File: config.mk
export PLATFORM = sky130hd
export DESIGN_NAME = alu_dec_count_unit
export DESIGN_NICKNAME = d
export VERILOG_FILES = /design/src/rtl/alu_dec_count_unit.sv
export SDC_FILE = /design/constraint.sdc
export NUM_CORES = 1
export LEC_CHECK = 0
export BUFFER_PORTS_ARGS = -buffer_cell sky130_fd_sc_hd__buf_2
export CORE_UTILIZATION = 50
export DETAILED_ROUTE_END_ITERATION = 6
export PLACE_DENSITY_LB_ADDON = 0.05
export SETUP_SLACK_MARGIN = 0.5
export SLEW_MARGIN = 10
export SYNTH_ARGS = -nofsm -noshare
export SYNTH_HDL_FRONTEND = slang
export SYNTH_SLANG_ARGS = --single-unit
File: constraint.sdc
create_clock -name clk -period 6.95 [get_ports clk]
set_input_delay 1.39 -clock clk [delete_from_list [all_inputs] [get_ports clk]]
set_output_delay 1.39 -clock clk [all_outputs]
set_load 0.005 [all_outputs]
File: src/rtl/alu_dec_count_unit.sv
// Datapath utility block: combinational 4-bit ALU with flags, 3-to-8 one-hot
// decoder with enable, and a 3-bit enabled down-counter with synchronous reset.
module alu_dec_count_unit (
  input  logic       clk,
  input  logic       rst,
  input  logic [2:0] alu_fnselec,
  input  logic [3:0] alu_a,
  input  logic [3:0] alu_b,
  output logic [3:0] alu_res,
  output logic       alu_zero,
  output logic       alu_overflow,
  output logic       alu_carry,
  input  logic [2:0] x,
  input  logic       en,
  output logic [7:0] y_dec,
  input  logic       counter_en,
  output logic [2:0] dec_counter_out
);

  localparam logic [2:0] OP_ADD = 3'b000;
  localparam logic [2:0] OP_SUB = 3'b001;
  localparam logic [2:0] OP_NOT = 3'b010;
  localparam logic [2:0] OP_AND = 3'b011;
  localparam logic [2:0] OP_OR  = 3'b100;
  localparam logic [2:0] OP_XOR = 3'b101;
  localparam logic [2:0] OP_SLT = 3'b110;
  localparam logic [2:0] OP_EQ  = 3'b111;

  // Five-bit sums so the carry-out falls out of bit 4; SUB is a + ~b + 1.
  logic [4:0] add_sum;
  logic [4:0] sub_sum;
  logic       add_ovf;
  logic       sub_ovf;
  logic       signed_lt;

  assign add_sum   = {1'b0, alu_a} + {1'b0, alu_b};
  assign sub_sum   = {1'b0, alu_a} + {1'b0, ~alu_b} + 5'd1;
  assign add_ovf   = (alu_a[3] == alu_b[3]) && (add_sum[3] != alu_a[3]);
  assign sub_ovf   = (alu_a[3] != alu_b[3]) && (sub_sum[3] != alu_a[3]);
  assign signed_lt = sub_sum[3] ^ sub_ovf;

  always_comb begin
    // NOTE: every output gets a default before the case so no path leaves it unassigned, which would infer a latch.
    alu_res      = 4'b0000;
    alu_carry    = 1'b0;
    alu_overflow = 1'b0;
    case (alu_fnselec)
      OP_ADD: begin
        alu_res      = add_sum[3:0];
        alu_carry    = add_sum[4];
        alu_overflow = add_ovf;
      end
      OP_SUB: begin
        alu_res      = sub_sum[3:0];
        alu_carry    = sub_sum[4];
        alu_overflow = sub_ovf;
      end
      OP_NOT:  alu_res = ~alu_a;
      OP_AND:  alu_res = alu_a & alu_b;
      OP_OR:   alu_res = alu_a | alu_b;
      OP_XOR:  alu_res = alu_a ^ alu_b;
      OP_SLT:  alu_res = {3'b000, signed_lt};
      OP_EQ:   alu_res = {3'b000, alu_a == alu_b};
      default: alu_res = 4'b0000;
    endcase
  end

  assign alu_zero = (alu_res == 4'b0000);

  assign y_dec = en ? (8'b0000_0001 << x) : 8'h00;

  logic [2:0] count;

  // Reset wins over enable; the counter wraps 0 -> 7 naturally in 3 bits.
  always_ff @(posedge clk) begin
    // NOTE: non-blocking assignment so every flop samples pre-edge values, avoiding simulation races.
    if (rst)
      count <= 3'd7;
    else if (counter_en)
      count <= count - 3'd1;
  end

  assign dec_counter_out = count;

endmodule

==> impl_metrics.tcl <==
set metrics [dict create \
    hold_viol 0 \
    critPathMaxFanout 5 \
    ant_nets 0 \
    max_clock_freq_mhz 200.3 \
    first_pass_iters 4 \
    synth_edf_count 0 \
    cts_setup_buffers 0 \
    layout_min_cycle_time_ns 4.994 \
    syn-cell-area_sq_um 838.3 \
    gp_congestion 0.9051 \
    grt_pass1_wl_microns 3153 \
    htreeDepth 1 \
    coreArea_sq_um 1541 \
    skew_ns 0.002912 \
    run_status "complete, no violations" \
    vias_per_cell 5.333 \
    crit_arrival_ns 3.60 \
    drt_iter0_drc 6 \
    fin_util_pct 66.48 \
    synth_cell_types 39 \
    cts_tree "done" \
    endpoint_kind "output pin" \
    period_share_pct 71.85 \
    cts_buffers 3 \
    synth_top_area_cell "ha_1" \
    maxCapViolations 0 \
    die-height_microns 42.95 \
    drt-wirelength-per-cell_microns 11.22 \
    slew_headroom_pct 79.22 \
    synth_top_area_share_pct 19.40 \
    setup_viol 0 \
    nFillCells 142 \
    p_leak_uw 0.0005563 \
    cts_num_sinks 3 \
    grt_pass1_vias 725 \
    power_density_nw_per_um2 109.6 \
    worstSkewPairLatency_ns 0.23 \
    vias 880 \
    cts_hold_buf 0 \
    slew_violations 0 \
    syn_avg_cell_area_sq_um 7.290 \
    rows 14 \
    grt_start_max_net_pins 18 \
    antenna_found_initial 0 \
    initial_core_util_pct 54.38 \
    areaGrowthSynthToFinish_pct 22.24 \
    clk_pin_slew_ns 0.03 \
    largest_register_ffs 3 \
    synthTopCellsByArea "ha_1 (19%), dfxtp_1 (7.2%), fa_1 (7.2%)" \
    cts-root-buf "clkbuf_4" \
    die_w_microns 42.95 \
    synth_nets 149 \
    fin_setup_tns_ns 0 \
    dpl.cell_count 161 \
    dieArea_sq_um 1844 \
    synthArstFlopShare_pct 0 \
    yosysMostFrequentCell "inv_1" \
    drive_gt1_share_pct 29.53 \
    port_buffers 35 \
    min_path_type "register to register" \
    tightest_slew_ns 0.3103 \
    ys.flop_type "dfxtp_1" \
    peakVddDrop_mv 0.1475 \
    crit_required_ns 5.56 \
    fin_nets 184 \
    ys_seq_area_share_pct 7.164 \
    dp_hpwl_microns 1496 \
    grtUsageTotal_pct 21.69 \
    post-route-drc-count 0 \
    cts_resized 0 \
    rsz0062_at_grt "no" \
    stdcell_count 165 \
    synth_cells 115 \
    io_pins 36 \
    ys_ff_latch 3 \
    yosys_warnings 0 \
    n_antenna_cell 0 \
    start_kind "input port" \
    hold_slack_ns 0.5135 \
    clockBufferDepth 2 \
    synthTopCellsByCount "inv_1 (15), ha_1 (13), a21oi_1 (10)" \
    routed_wl_microns 1852 \
    grt-ovfl-total 0 \
    crit_type "input port to output pin" \
]
critical path, cell delays in order:
cell and delay [ns]:
buf_2 0.14, inv_1 0.09, ha_1 0.34, o21bai_1 0.17, a21oi_1 0.10, fa_1 0.53
nand2b_1 0.06, o21ai_0 0.06, o21ai_0 0.09, a32o_2 0.25, nor4_2 0.23, buf_2 0.14
layout make-up:
type / count / area (sq um) / share of cell area [%]
Clock buffer: 4 / 26.28 / 2.564
Inverter: 16 / 60.06 / 5.861
Multi-Input combinational cell: 91 / 683.2 / 66.67
Sequential cell: 3 / 60.06 / 5.861
Tap cell: 16 / 20.02 / 1.954
Timing Repair Buffer: 35 / 175.2 / 17.09
where the power goes:
group / switching [uW] / internal [uW] / total (uW)
Sequential: 0.848 / 18.5 / 19.4
Clock: 8.49 / 21.5 / 30.0
Combinational: 34.5 / 28.5 / 63.0
final timing paths:
kind                                         start                  to  slack, ns  cells after the start
worst max-delay path                      alu_a[1]            alu_zero       1.96                     12
worst min-delay path            dec_counter_out[1]  dec_counter_out[1]       0.51                      2
worst max register to register  dec_counter_out[0]  dec_counter_out[1]       5.98                      5
worst min register to register  dec_counter_out[1]  dec_counter_out[1]       0.51                      2
cells in the final DEF, fill, tap and decap left out, types with 2 or more instances in the layout:
master    count
buf_2        35
nand2_1       6
xnor2_1       3
ha_1         13
o211ai_1      2
nor3_1        5
o21ai_1       2
nand3_1       2
a31oi_1       3
mux2i_1       2
inv_1        15
fa_1          3
nand2b_1      6
a21oi_1      10
o21ai_0       6
dfxtp_1       3
clkbuf_4      3
nor2_1        9
o21bai_1      2
cells by family (layout without fill, tap and decap cells):
| family | count (synthesis) | after routing | synth area share, % |
|---|---|---|---|
| simple gates | 35 | 35 | 21.49 |
| compound gates | 34 | 34 | 26.87 |
| buf+inv | 21 | 55 | 11.34 |
| fa+ha+maj | 16 | 16 | 26.57 |
| xor+xnor | 4 | 4 | 4.180 |
| flops | 3 | 3 | 7.164 |
| mux | 2 | 2 | 2.388 |
metal layers:
layer  wire, microns  global-route usage [%]  up-vias
met5               0                       0        -
met4               0                       0        0
met3              93                   5.957        0
met2             806                   35.45       22
met1             952                   30.41      398
li1                -                       -      460
stage by stage:
step / total power [uW] / worst slack [ns] / cell area (sq um)
floorplan: 62.59 / 2.346 / 838.3
global placement: 80.99 / 2.062 / 998.5
detailed placement: 82.41 / 1.954 / 998.5
CTS: 113.7 / 1.957 / 1025
global route: 123.5 / 1.781 / 1025
finish: 112.3 / 1.956 / 1025
No activity file was read; power rests on OpenSTA's default activity.
